===== src/rtl/uart_pkg.sv =====
// Shared types and constants for the UART receive path.
package uart_pkg;

  typedef enum logic [1:0] {
    IDLE,
    START,
    DATA,
    STOP
  } rx_state_t;

  localparam int UART_DATA_BITS = 8;

endpackage


===== src/rtl/byte_fifo.sv =====
// Circular byte buffer with show-ahead output. A push into a full buffer is
// still accepted when a pop happens in the same cycle; otherwise it is dropped.
module byte_fifo
  import uart_pkg::*;
#(
  parameter int FIFO_DEPTH_LOG2 = 4
) (
  input  logic                      clk,
  input  logic                      reset,
  input  logic                      push,
  input  logic [UART_DATA_BITS-1:0] din,
  input  logic                      pop,
  output logic [UART_DATA_BITS-1:0] dout,
  output logic                      empty,
  output logic                      full,
  output logic                      drop
);

  localparam int AW    = FIFO_DEPTH_LOG2;
  localparam int DEPTH = 1 << AW;

  logic [UART_DATA_BITS-1:0] mem [DEPTH];
  logic [AW-1:0]             wr_ptr;
  logic [AW-1:0]             rd_ptr;
  logic [AW:0]               count;
  logic                      do_push;
  logic                      do_pop;

  // Status and handshake qualification; a pop on an empty buffer is ignored.
  always_comb begin
    empty   = (count == '0);
    full    = (count == (AW+1)'(DEPTH));
    do_pop  = pop && !empty;
    do_push = push && (!full || do_pop);
    drop    = push && !do_push;
    dout    = mem[rd_ptr];
  end

  // Pointer and occupancy bookkeeping; pointers wrap naturally at 2^AW.
  always_ff @(posedge clk) begin
    if (reset) begin
      wr_ptr <= '0;
      rd_ptr <= '0;
      count  <= '0;
    end else begin
      if (do_push) wr_ptr <= wr_ptr + 1'b1;
      if (do_pop)  rd_ptr <= rd_ptr + 1'b1;
      if (do_push && !do_pop)      count <= count + 1'b1;
      else if (!do_push && do_pop) count <= count - 1'b1;
    end
  end

  // Storage write; contents need no reset since occupancy gates the output.
  always_ff @(posedge clk) begin
    if (do_push) mem[wr_ptr] <= din;
  end

endmodule


===== src/rtl/uart_rx_input.sv =====
// 8N1 UART receiver front-end feeding a byte FIFO read by the register-write
// stage. The head byte is presented zero-extended to 32 bits.
//
// state | meaning
// IDLE  | line idle, waiting for a low level on rxs
// START | counting to mid start bit to reject glitches
// DATA  | sampling 8 data bits LSB first, one per bit period
// STOP  | sampling the stop bit; push on high, frame error on low
module uart_rx_input
  import uart_pkg::*;
#(
  parameter int CLK_PER_BIT     = 868,
  parameter int FIFO_DEPTH_LOG2 = 4
) (
  input  logic        clk,
  input  logic        reset,
  input  logic        rxd,
  input  logic        input_consume,
  output logic [31:0] input_data,
  output logic        input_ready,
  output logic        overrun,
  output logic        frame_error
);

  localparam int CW = $clog2(CLK_PER_BIT);
  localparam logic [CW-1:0] CNT_LAST = CW'(CLK_PER_BIT - 1);
  localparam logic [CW-1:0] CNT_HALF = CW'(CLK_PER_BIT / 2 - 1);
  localparam logic [2:0]    IDX_LAST = 3'(UART_DATA_BITS - 1);

  logic                      rxd_meta;
  logic                      rxs;
  rx_state_t                 state, state_next;
  logic [CW-1:0]             cnt, cnt_next;
  logic [2:0]                bit_idx, idx_next;
  logic [UART_DATA_BITS-1:0] shift, shift_next;
  logic                      push;
  logic                      ferr_set;
  logic [UART_DATA_BITS-1:0] head;
  logic                      fifo_empty;
  logic                      fifo_full;
  logic                      fifo_drop;

  // Two-flop synchroniser; resets to the idle-high line level.
  always_ff @(posedge clk) begin
    if (reset) begin
      rxd_meta <= 1'b1;
      rxs      <= 1'b1;
    end else begin
      rxd_meta <= rxd;
      rxs      <= rxd_meta;
    end
  end

  // Next-state, counters, shift register and push/error strobes.
  always_comb begin
    state_next = state;
    cnt_next   = cnt + 1'b1;
    idx_next   = bit_idx;
    shift_next = shift;
    push       = 1'b0;
    ferr_set   = 1'b0;
    case (state)
      IDLE: begin
        cnt_next = '0;
        idx_next = '0;
        if (!rxs) state_next = START;
      end
      START: begin
        if (cnt == CNT_HALF) begin
          cnt_next   = '0;
          state_next = rxs ? IDLE : DATA;
        end
      end
      DATA: begin
        if (cnt == CNT_LAST) begin
          cnt_next   = '0;
          shift_next = {rxs, shift[UART_DATA_BITS-1:1]};
          idx_next   = bit_idx + 1'b1;
          if (bit_idx == IDX_LAST) state_next = STOP;
        end
      end
      STOP: begin
        if (cnt == CNT_LAST) begin
          cnt_next   = '0;
          push       = rxs;
          ferr_set   = !rxs;
          state_next = IDLE;
        end
      end
      default: state_next = IDLE;
    endcase
  end

  // FSM state and datapath registers.
  always_ff @(posedge clk) begin
    if (reset) begin
      state   <= IDLE;
      cnt     <= '0;
      bit_idx <= '0;
      shift   <= '0;
    end else begin
      state   <= state_next;
      cnt     <= cnt_next;
      bit_idx <= idx_next;
      shift   <= shift_next;
    end
  end

  // Sticky error flags; only reset clears them. A drop can only occur while
  // the buffer is full, so the full qualifier is a consistency guard.
  always_ff @(posedge clk) begin
    if (reset) begin
      overrun     <= 1'b0;
      frame_error <= 1'b0;
    end else begin
      if (fifo_drop && fifo_full) overrun <= 1'b1;
      if (ferr_set)               frame_error <= 1'b1;
    end
  end

  byte_fifo #(
    .FIFO_DEPTH_LOG2(FIFO_DEPTH_LOG2)
  ) u_fifo (
    .clk  (clk),
    .reset(reset),
    .push (push),
    .din  (shift),
    .pop  (input_consume),
    .dout (head),
    .empty(fifo_empty),
    .full (fifo_full),
    .drop (fifo_drop)
  );

  // Show-ahead output, forced to zero while empty.
  always_comb begin
    input_ready = !fifo_empty;
    input_data  = input_ready ? {{(32-UART_DATA_BITS){1'b0}}, head} : 32'b0;
  end

endmodule


===== config.mk =====
export PLATFORM = sky130hd
export DESIGN_NAME = uart_rx_input
export DESIGN_NICKNAME = d
export VERILOG_FILES = /design/src/rtl/uart_pkg.sv /design/src/rtl/byte_fifo.sv /design/src/rtl/uart_rx_input.sv
export SDC_FILE = /design/constraint.sdc
export NUM_CORES = 1
export LEC_CHECK = 0
export CORE_MARGIN = 3
export CORE_UTILIZATION = 60
export CTS_BUF_LIST = sky130_fd_sc_hd__clkbuf_4
export DETAILED_ROUTE_END_ITERATION = 7
export GPL_ROUTABILITY_DRIVEN = 1
export MAX_ROUTING_LAYER = met4
export PLACE_DENSITY = 0.77
export RECOVER_POWER = 25
export REMOVE_ABC_BUFFERS = 1
export SLEW_MARGIN = 10
export SYNTH_ARGS = -nofsm -noshare
export SYNTH_HDL_FRONTEND = slang
export SYNTH_SLANG_ARGS = --single-unit

===== constraint.sdc =====
create_clock -name clk -period 5.8 [get_ports clk]
set_clock_uncertainty 0.15 [all_clocks]
set_input_delay 1.16 -clock clk [delete_from_list [all_inputs] [get_ports clk]]
set_output_delay 1.16 -clock clk [all_outputs]
set_load 0.02 [all_outputs]

==> results of run 1 <==
## Yosys cell counts (12+ instances only)
master	number
sky130_fd_sc_hd__edfxtp_1	128
sky130_fd_sc_hd__dfxtp_1	44
sky130_fd_sc_hd__mux4_2	32
sky130_fd_sc_hd__nor2_1	27
sky130_fd_sc_hd__buf_4	25
sky130_fd_sc_hd__nand3_1	22
sky130_fd_sc_hd__a211oi_1	17
sky130_fd_sc_hd__a21oi_1	15
sky130_fd_sc_hd__and3_1	15
sky130_fd_sc_hd__nand2_1	15
sky130_fd_sc_hd__ha_1	13
sky130_fd_sc_hd__nor2b_1	12
## per-layer routing
layer | vias up | track usage [%]
met5 | - | -
met4 | 0 | 7.12
met3 | 17 | 4.80
met2 | 111 | 33.1
met1 | 1965 | 27.1
li1 | 1822 | -
## stage by stage
stage / instances / power (mW) / area, sq um
6_report: 643 / 2.05 / 7710
5_1_grt: 643 / 2.12 / 7710
4_1_cts: 643 / 2.07 / 7710
3_5_place_dp: 611 / 1.36 / 7390
3_3_place_gp: 611 / 1.36 / 7390
2_1_floorplan: 451 / 1.36 / 7050
## layout make-up
| cell class | count | area (sq um) |
|---|---|---|
| flip-flops and latches | 172 | 4730 |
| fillers | 795 | 3910 |
| multi-input cells | 271 | 2290 |
| clock inverters | 15 | 189 |
| well taps | 143 | 179 |
| repair buffers | 17 | 163 |
| clock buffers | 17 | 128 |
| inverters | 8 | 30.0 |
## worst paths after layout
kind / slack, ns / to / from / cells after the start
max reg2reg: 2.31 / u_fifo.count[4]$_SDFFE_PP0P_ / cnt[0]$_SDFF_PP0_ / 11
min: 0.28 / rxs$_SDFF_PP1_ / rxd_meta$_SDFF_PP1_ / 1
min reg2reg: 0.28 / rxs$_SDFF_PP1_ / rxd_meta$_SDFF_PP1_ / 1
max: 1.25 / input_data[0] / register / 6
## kinds of logic after synthesis
logic type | synth area share [%]
compound gates | 5.61
fa+ha+maj | 2.51
simple gates | 9.29
mux | 11.4
xor+xnor | 1.45
flops | 65.0
other cells | 0.0516
buf+inv | 4.66
## critical path: stages (launching register included)
cell	delay [ns]
sky130_fd_sc_hd__dfxtp_1	0.88
sky130_fd_sc_hd__buf_4	0.34
sky130_fd_sc_hd__mux4_2	0.30
sky130_fd_sc_hd__nor2b_1	0.14
sky130_fd_sc_hd__a211oi_1	0.34
sky130_fd_sc_hd__a211oi_1	0.10
sky130_fd_sc_hd__clkdlybuf4s50_1	0.58
## registers in the layout, indices dropped and copies added (netlist names), named ones only
register and cells:
bit_idx 3, cnt 10, frame_error 1, overrun 1, rxd_meta 1, rxs 1
shift 8, state 1, u_fifo.count 5, u_fifo.mem 128, u_fifo.rd_ptr 4, u_fifo.wr_ptr 4
## power breakdown
part | internal, mW | switching, mW
registers | 1.30 | 0.00378
clock network | 0.307 | 0.410
logic | 0.00592 | 0.0221
==> flow_summary.json, run 1 <==
{
  "number_of_enable_type_register_cells_in_the_synthesized_netlist": 128,
  "grt_start_max_net_pins": 33,
  "topRoutingLayerUsed": "met4",
  "unrepaired_setup_endpoints_after_global_routing": "no",
  "cts.sinks": 172,
  "final_layout_size_suffix_gt1_share_pct": 15.2,
  "synthTopCellsByArea": "sky130_fd_sc_hd__edfxtp_1 53%, sky130_fd_sc_hd__dfxtp_1 12%, sky130_fd_sc_hd__mux4_2 9.9%",
  "cts_buffers": 17,
  "worst_pin_slew_ns": 1.13,
  "grt_antenna_before_repair": 0,
  "dr_wl_met2_um": 6370,
  "report.final.slew_viol_count": 0,
  "drtIter0Drc": 247,
  "initial_utilization_pct": 62.6,
  "maxCapViolCount": 0,
  "syn-cell-area_sq_mm": 0.00727,
  "die_width_um": 116,
  "worstPathRequired_ns": 4.49,
  "routabilityCongestion": 0.783,
  "final_layout_setup_total_negative_slack_ns": 0,
  "ys.warnings.count": 0,
  "detailedPlace.worstSlack_ns": 1.69,
  "synth-async-reset-ratio_pct": 0,
  "wirelength_um": 12500,
  "whs_ns": 0.283,
  "die_area_sq_mm": 0.0135,
  "hold_class": "register to register",
  "route.detailed.wl_per_inst_um": 19.5,
  "power-per-cell-area_mw_per_mm2": 266,
  "input_output_buffers": 14,
  "cts_tree": "yes",
  "max-slew-margin-rel_pct": 24.2,
  "post_cts_resize_count": 0,
  "remaining_drc_errors": 0,
  "timing.final.hold_violations": 0,
  "cts_root_buf": "sky130_fd_sc_hd__clkbuf_4",
  "syn_inst": 478,
  "synth_seq_cells": 172,
  "post_synth.cell_area_avg_sq_um": 15.2,
  "first_pass_grt_wire_length_um": 20100,
  "worstPathMaxFanout": 14,
  "clk_latency_ns": 0.56,
  "post-cts-setup-buffer-count": 0,
  "critPathArrivalTime_ns": 3.24,
  "area_growth_syn_to_layout_pct": 6.01,
  "cp-end-kind": "output pin",
  "category_of_the_critical_setup_timing_path": "register to output pin",
  "fmax_ghz": 0.220,
  "synth_flop_cell": "sky130_fd_sc_hd__edfxtp_1",
  "critical_path_launch_point_type": "register",
  "run_status": "complete, no violations",
  "floorplan.die.height_um": 116,
  "clk_pin_slew_worst_paths_ns": 0.14,
  "global_route.overflow_total": 0,
  "via_count_of_the_first_global_routing_pass": 3845,
  "power_leakage_nw": 2.52,
  "dr_wl_met3_um": 589,
  "area_of_the_core_sq_mm": 0.0116,
  "cts_htree_levels": 4,
  "m1WireLength_um": 5370,
  "vias_per_cell": 6.09,
  "postRouteAntennaNets": 0,
  "synth_top_area_share_pct": 52.9,
  "cts_hold_repair.buffers": 0,
  "detail_route.first_pass.iterations": 5,
  "final_common_cell": "sky130_fd_sc_hd__edfxtp_1",
  "finalSetupViolations": 0,
  "yosysTopAreaCell": "sky130_fd_sc_hd__edfxtp_1",
  "worst_slack_ns": 1.25,
  "peakVddDrop_mv": 0.151,
  "netlist-cell-type-count": 55,
  "finalNetCount": 505,
  "placed_wire_length_estimate_um": 8260,
  "period_share_pct": 78.4,
  "finalCriticalPeriod_ns": 4.55,
  "antenna-diode-count": 0,
  "clk_path_buf_depth": 2,
  "vias": 3915,
  "ys_seq_area_share_pct": 65.0,
  "postLayoutCoreUtil_pct": 66.4,
  "grt_usage_pct": 20.9,
  "num_io_pins": 39,
  "number_of_standard_cell_rows_in_the_floorplan": 39,
  "final_cell_mix": "128 x sky130_fd_sc_hd__edfxtp_1, 43 x sky130_fd_sc_hd__dfxtp_1, 32 x sky130_fd_sc_hd__mux4_2, 27 x sky130_fd_sc_hd__nor2_1, 24 x sky130_fd_sc_hd__conb_1"
}
No activity file was read; power rests on OpenSTA's default activity.
==> run 2, diff against run 1 <==
==> constraint.sdc (replaced) <==
create_clock -name clk -period 4.45 [get_ports clk]
set_clock_uncertainty 0.15 [all_clocks]
set_input_delay 0.89 -clock clk [delete_from_list [all_inputs] [get_ports clk]]
set_output_delay 0.89 -clock clk [all_outputs]
set_load 0.02 [all_outputs]
==> flow_summary.json, run 2 (synthesized netlist as in run 1, its figures left out) <==
{
  "run_status": "complete, no violations",
  "global_route.overflow_total": 0,
  "num_io_pins": 39,
  "layout.filler_cells": 808,
  "route.detailed.wl_per_inst_um": 20.1,
  "die_area_sq_mm": 0.0135,
  "wirelength_um": 13000,
  "placed_wire_length_estimate_um": 8680,
  "peakVddDrop_mv": 0.211,
  "remaining_drc_errors": 0,
  "reg2reg_setup_slack_ns": 0.90,
  "clk_pin_slew_worst_paths_ns": 0.13,
  "via_count_of_the_first_global_routing_pass": 3935,
  "grt_antenna_before_repair": 0,
  "floorplan.die.height_um": 116,
  "finalSetupViolations": 0,
  "cts_tree": "yes",
  "cts.sinks": 172,
  "worst-path-buf-inv": 1,
  "initial_utilization_pct": 62.6,
  "critical_path_launch_point_type": "register",
  "cts_root_buf": "sky130_fd_sc_hd__clkbuf_4",
  "area_growth_syn_to_layout_pct": 6.85,
  "hold_class": "register to register",
  "leading_registers_by_flop_count": "u_fifo.mem (128), cnt (10), shift (8)",
  "worstPathRequired_ns": 3.41,
  "dp.cells": 615,
  "critPathSlowestCell": "sky130_fd_sc_hd__nor2_1",
  "antenna-diode-count": 0,
  "unrepaired_setup_endpoints_after_global_routing": "no",
  "worst_pin_slew_ns": 0.863,
  "final_layout_setup_total_negative_slack_ns": 0,
  "vias": 3857,
  "multi_input_comb_area_sq_mm": 0.00229,
  "power.net_switching_mw": 0.562,
  "postRouteAntennaNets": 0,
  "whs_ns": 0.276,
  "maxCapViolCount": 0,
  "clk_latency_ns": 0.54,
  "switching_share_pct": 20.3,
  "drtIter0Drc": 280,
  "vias_per_cell": 5.96,
  "stdcell_count": 647,
  "seq_area_sq_mm": 0.00473,
  "post-cts-setup-buffer-count": 0,
  "power_frac_seq_pct": 61.5,
  "detail_route.first_pass.iterations": 4,
  "worst_path_dominant_cell_family": "simple AND/OR/NAND/NOR gates",
  "fmax_ghz": 0.240,
  "timing.final.hold_violations": 0,
  "category_of_the_critical_setup_timing_path": "register to output pin",
  "cts_buffers": 17,
  "first_pass_grt_wire_length_um": 20900,
  "post_cts_resize_count": 0,
  "power-per-cell-area_mw_per_mm2": 357,
  "cts_hold_repair.buffers": 0,
  "number_of_standard_cell_rows_in_the_floorplan": 39,
  "report.final.slew_viol_count": 0,
  "timing.critical_path.slowest_cell_delay_ns": 0.72,
  "period_share_pct": 93.6,
  "postLayoutCoreUtil_pct": 66.9,
  "p_int_mw": 2.21,
  "finalCriticalPeriod_ns": 4.17,
  "area_of_the_core_sq_mm": 0.0116,
  "worstPathMaxFanout": 9,
  "p_comb_share_pct": 1.3,
  "power_leakage_nw": 2.55,
  "clk_path_buf_depth": 2,
  "grt_start_max_net_pins": 33,
  "die_width_um": 116,
  "cts_htree_levels": 4,
  "input_output_buffers": 14,
  "finalNetCount": 509,
  "max-slew-margin-rel_pct": 42.2,
  "cp-end-kind": "output pin",
  "final_common_cell": "sky130_fd_sc_hd__edfxtp_1",
  "routabilityCongestion": 0.790,
  "timing.critical_path.cells": "or4_1 > nor2_1 > a211oi_1 > clkdlybuf4s50_1",
  "critPathArrivalTime_ns": 3.13,
  "largest_register_ff_count": 128,
  "max_flop_register": "u_fifo.mem",
  "power_frac_clock_pct": 37.2,
  "final_layout_size_suffix_gt1_share_pct": 15.7,
  "grt_usage_pct": 22.0,
  "total_power_mw": 2.77,
  "final_cell_mix": "128 x sky130_fd_sc_hd__edfxtp_1, 43 x sky130_fd_sc_hd__dfxtp_1, 32 x sky130_fd_sc_hd__mux4_2, 27 x sky130_fd_sc_hd__nor2_1, 24 x sky130_fd_sc_hd__conb_1"
}
[run 2: cell types whose count changed in the layout (fill, tap and decap cells not counted), sizes merged]
cell / previous run / this run
buf: 3 / 7
bufinv: 3 / 5
clkinv: 7 / 5
clkinvlp: 1 / 3
inv: 12 / 10
[run 2: metal layers]
metal	global-route usage (%)	vias up	share of wire [%]
li1	-	1820	-
met1	27.4	1935	42
met2	35.7	89	52
met3	5.12	13	4.8
met4	7.97	0	1.3
met5	-	-	0
[run 2: worst paths after layout]
check	end	start	depth (start not counted)
hold / removal	rxs$_SDFF_PP1_	rxd_meta$_SDFF_PP1_	1
hold reg to reg	rxs$_SDFF_PP1_	rxd_meta$_SDFF_PP1_	1
setup / recovery	input_data[6]	u_fifo.count[0]$_SDFFE_PP0P_	4
setup reg to reg	u_fifo.count[4]$_SDFFE_PP0P_	cnt[0]$_SDFF_PP0_	11
[run 2: metrics by stage]
stage               cell area, sq um  setup slack [ns]
floorplan                       7050              1.02
global placement                7420             0.744
detailed placement              7420             0.497
CTS                             7770             0.243
global route                    7770             0.121
finish                          7770             0.283
[run 2: worst reg2reg max path: stages (launching register included)]
cell and delay (ns):
sky130_fd_sc_hd__dfxtp_1 0.42, sky130_fd_sc_hd__ha_1 0.22, sky130_fd_sc_hd__and4bb_1 0.29, sky130_fd_sc_hd__nand3_2 0.26, sky130_fd_sc_hd__nor2_2 0.49, sky130_fd_sc_hd__ha_1 0.26, sky130_fd_sc_hd__inv_1 0.12, sky130_fd_sc_hd__ha_1 0.35
sky130_fd_sc_hd__a21oi_1 0.22, sky130_fd_sc_hd__a211oi_1 0.12, sky130_fd_sc_hd__a31oi_1 0.21, sky130_fd_sc_hd__mux2_2 0.35
[run 2: power by group through the flow]
stage,clock [mW],combinational (mW),sequential [mW]
finish,1.03,0.0368,1.71
global route,1.12,0.0403,1.71
CTS,1.06,0.0361,1.71
detailed placement,0,0.0361,1.74
global placement,0,0.0358,1.74
floorplan,0,0.0267,1.74
[run 2: layout make-up]
cell class	count	share of cell area (%)
clock buffer	17	1.64
clock inverter	15	2.83
inverter	8	0.387
multi-input combinational	271	29.5
sequential	172	60.8
tap	143	2.30
timing repair buffer	21	2.48
==> run 3, diff against run 2 <==
--- a/config.mk
+++ b/config.mk
@@ -5,6 +5,7 @@
 export SDC_FILE = /design/constraint.sdc
 export NUM_CORES = 1
 export LEC_CHECK = 0
+export ABC_AREA = 1
 export CORE_MARGIN = 3
 export CORE_UTILIZATION = 60
 export CTS_BUF_LIST = sky130_fd_sc_hd__clkbuf_4
@@ -18,3 +19,4 @@
 export SYNTH_ARGS = -nofsm -noshare
 export SYNTH_HDL_FRONTEND = slang
 export SYNTH_SLANG_ARGS = --single-unit
+export TNS_END_PERCENT = 100
==> flow_summary.json, run 3 <==
{
  "postRouteAntennaNets": 0,
  "synthTopCellsByArea": "sky130_fd_sc_hd__edfxtp_1 52%, sky130_fd_sc_hd__dfxtp_1 12%, sky130_fd_sc_hd__nor2_1 5.4%",
  "final_layout_setup_total_negative_slack_ns": 0,
  "maxCapViolCount": 0,
  "synth_common_cells": "128 x sky130_fd_sc_hd__edfxtp_1, 106 x sky130_fd_sc_hd__nor2_1, 91 x sky130_fd_sc_hd__nand2_1",
  "netlist-cell-type-count": 40,
  "unrepaired_setup_endpoints_after_global_routing": "no",
  "initial_utilization_pct": 63.1,
  "leading_registers_by_flop_count": "u_fifo.mem (128), cnt (10), shift (8)",
  "cts.sinks": 172,
  "ys_seq_area_share_pct": 63.6,
  "timing.critical_path.slowest_cell_delay_ns": 0.64,
  "run_status": "complete, no violations",
  "die_area_sq_mm": 0.0137,
  "input_output_buffers": 14,
  "period_share_pct": 92.5,
  "peakVddDrop_mv": 0.375,
  "area_of_the_core_sq_mm": 0.0118,
  "worst_slack_ns": 0.333,
  "routabilityCongestion": 0.862,
  "die_width_um": 117,
  "final_cell_mix": "128 x sky130_fd_sc_hd__edfxtp_1, 106 x sky130_fd_sc_hd__nor2_1, 91 x sky130_fd_sc_hd__nand2_1, 47 x sky130_fd_sc_hd__o21ai_0, 46 x sky130_fd_sc_hd__a21oi_1",
  "finalNetCount": 721,
  "final_common_cell": "sky130_fd_sc_hd__edfxtp_1",
  "first_pass_grt_wire_length_um": 24300,
  "critical_path_launch_point_type": "register",
  "largest_register_ff_count": 128,
  "cts_root_buf": "sky130_fd_sc_hd__clkbuf_4",
  "global_route.overflow_total": 0,
  "power_leakage_nw": 3.00,
  "cts_htree_levels": 4,
  "placed_wire_length_estimate_um": 10100,
  "ys.warnings.count": 0,
  "yosysMostFrequentCell": "sky130_fd_sc_hd__edfxtp_1",
  "endpoint": "input_data[5]",
  "grt_usage_pct": 24.7,
  "via_count_of_the_first_global_routing_pass": 4699,
  "reg2reg_setup_slack_ns": 1.65,
  "hold_class": "register to register",
  "vias": 5006,
  "grt_start_max_net_pins": 65,
  "synth_top_area_share_pct": 51.8,
  "clk_pin_slew_worst_paths_ns": 0.14,
  "cts_tree": "yes",
  "post-cts-setup-buffer-count": 0,
  "grt_antenna_before_repair": 1,
  "yosysTopAreaCell": "sky130_fd_sc_hd__edfxtp_1",
  "finalCriticalPeriod_ns": 4.12,
  "cts_hold_repair.buffers": 0,
  "remaining_drc_errors": 0,
  "category_of_the_critical_setup_timing_path": "register to output pin",
  "synth_flop_cell": "sky130_fd_sc_hd__edfxtp_1",
  "clk_path_buf_depth": 2,
  "syn-cell-area_sq_mm": 0.00742,
  "floorplan.die.height_um": 117,
  "area_growth_syn_to_layout_pct": 6.40,
  "num_io_pins": 39,
  "vias_per_cell": 5.68,
  "synth-async-reset-ratio_pct": 0,
  "timing.final.hold_violations": 0,
  "power-per-cell-area_mw_per_mm2": 460,
  "crit-reg2reg-capture": "u_fifo.count[4]$_SDFFE_PP0P_",
  "worstPathMaxFanout": 64,
  "max-slew-margin-rel_pct": 41.8,
  "syn_inst": 693,
  "worst_r2r_path_depth": 14,
  "worst_r2r_startpoint": "cnt[0]$_SDFF_PP0_",
  "final_layout_size_suffix_gt1_share_pct": 9.36,
  "timing.critical_path.cells": "clkinv_2 > buf_4 > nand2_1 > nand3_1 > nand2_1 > a21oi_1 > o31ai_1 > a21oi_1 > clkdlybuf4s50_1",
  "critPathArrivalTime_ns": 3.08,
  "post_cts_resize_count": 0,
  "finalSetupViolations": 0,
  "route.detailed.wl_per_inst_um": 17.4,
  "max_flop_register": "u_fifo.mem",
  "wirelength_um": 15300,
  "fmax_ghz": 0.243,
  "report.final.slew_viol_count": 0,
  "number_of_enable_type_register_cells_in_the_synthesized_netlist": 128,
  "post_synth.cell_area_avg_sq_um": 10.7,
  "synth_seq_cells": 172,
  "cp-end-kind": "output pin",
  "detail_route.first_pass.iterations": 5,
  "drtIter0Drc": 587,
  "detailedPlace.worstSlack_ns": 0.903,
  "worstPathRequired_ns": 3.41,
  "cts_buffers": 17,
  "worst_pin_slew_ns": 0.870,
  "clk_latency_ns": 0.58,
  "critPathSlowestCell": "sky130_fd_sc_hd__clkdlybuf4s50_1",
  "number_of_standard_cell_rows_in_the_floorplan": 39
}
-- run 3: changes by cell type after synthesis, sizes merged, moves of 12 or more --
cell,change
mux4,-32
inv,+34
nand2,+82
a21oi,+32
nor2,+85
nand3,+15
nor2b,-12
o21ai,+56
and3,-14
a211oi,-17
-- run 3: cell families after synthesis --
logic type	after synthesis	synth area share [%]
simple gates	267	16.2
flops	172	63.6
compound gates	135	10.2
buf+inv	94	6.30
fa+ha+maj	14	2.46
xor+xnor	10	1.18
other cells	1	0.0505
-- run 3: worst min-delay path by stage --
stage                           endpoint  slack, ns                start  depth (start not counted)
after floorplan           rxs$_SDFF_PP1_       0.24  rxd_meta$_SDFF_PP1_                          1
after global placement    rxs$_SDFF_PP1_       0.25  rxd_meta$_SDFF_PP1_                          1
after detailed placement  rxs$_SDFF_PP1_       0.25  rxd_meta$_SDFF_PP1_                          1
after CTS                 rxs$_SDFF_PP1_       0.29  rxd_meta$_SDFF_PP1_                          1
after global routing      rxs$_SDFF_PP1_       0.29  rxd_meta$_SDFF_PP1_                          1
final                     rxs$_SDFF_PP1_       0.27  rxd_meta$_SDFF_PP1_                          1
-- run 3: area by class of cell --
cell class | count | area, sq um
Multi-Input combinational cell | 450 | 2320
Sequential cell | 172 | 4730
Clock inverter | 15 | 170
Fill cell | 874 | 3860
Timing Repair Buffer | 18 | 183
Clock buffer | 17 | 128
Tap cell | 164 | 205
Antenna cell | 1 | 2.50
Inverter | 44 | 168
-- run 3: routing by layer --
layer / global-route usage, % / share of wire [%]
met1: 31.5 / 42
met2: 39.1 / 49
met3: 5.76 / 7.4
met4: 8.26 / 1.6
met5: - / 0
-- run 3: critical path, delay by kind of cell, from the launching register on --
family	cells	cell delay (ns)
AOI/OAI and AO/OA	3	0.47
buffers and inverters	3	1.22
DFF	1	0.49
and+or+nand+nor	3	0.29
-- run 3: stage by stage --
| stage | hold slack, ns | power, mW | area (sq um) | cells | util [%] |
|---|---|---|---|---|---|
| finish | 0.272 | 3.63 | 7900 | 881 | 67.2 |
| global route | 0.293 | 3.82 | 7900 | 881 | 67.2 |
| CTS | 0.285 | 3.64 | 7900 | 880 | 67.1 |
| detailed placement | 0.249 | 2.73 | 7600 | 848 | 64.6 |
| global placement | 0.250 | 2.71 | 7600 | 848 | 64.6 |
| floorplan | 0.239 | 2.41 | 7210 | 666 | - |
-- run 3: report_power, final --
part | total, mW | internal [mW] | switching, mW | leakage [nW]
Sequential | 1.81 | 1.74 | 0.0671 | 1.85
Clock | 0.928 | 0.386 | 0.542 | 0.145
Combinational | 0.898 | 0.312 | 0.587 | 1.00
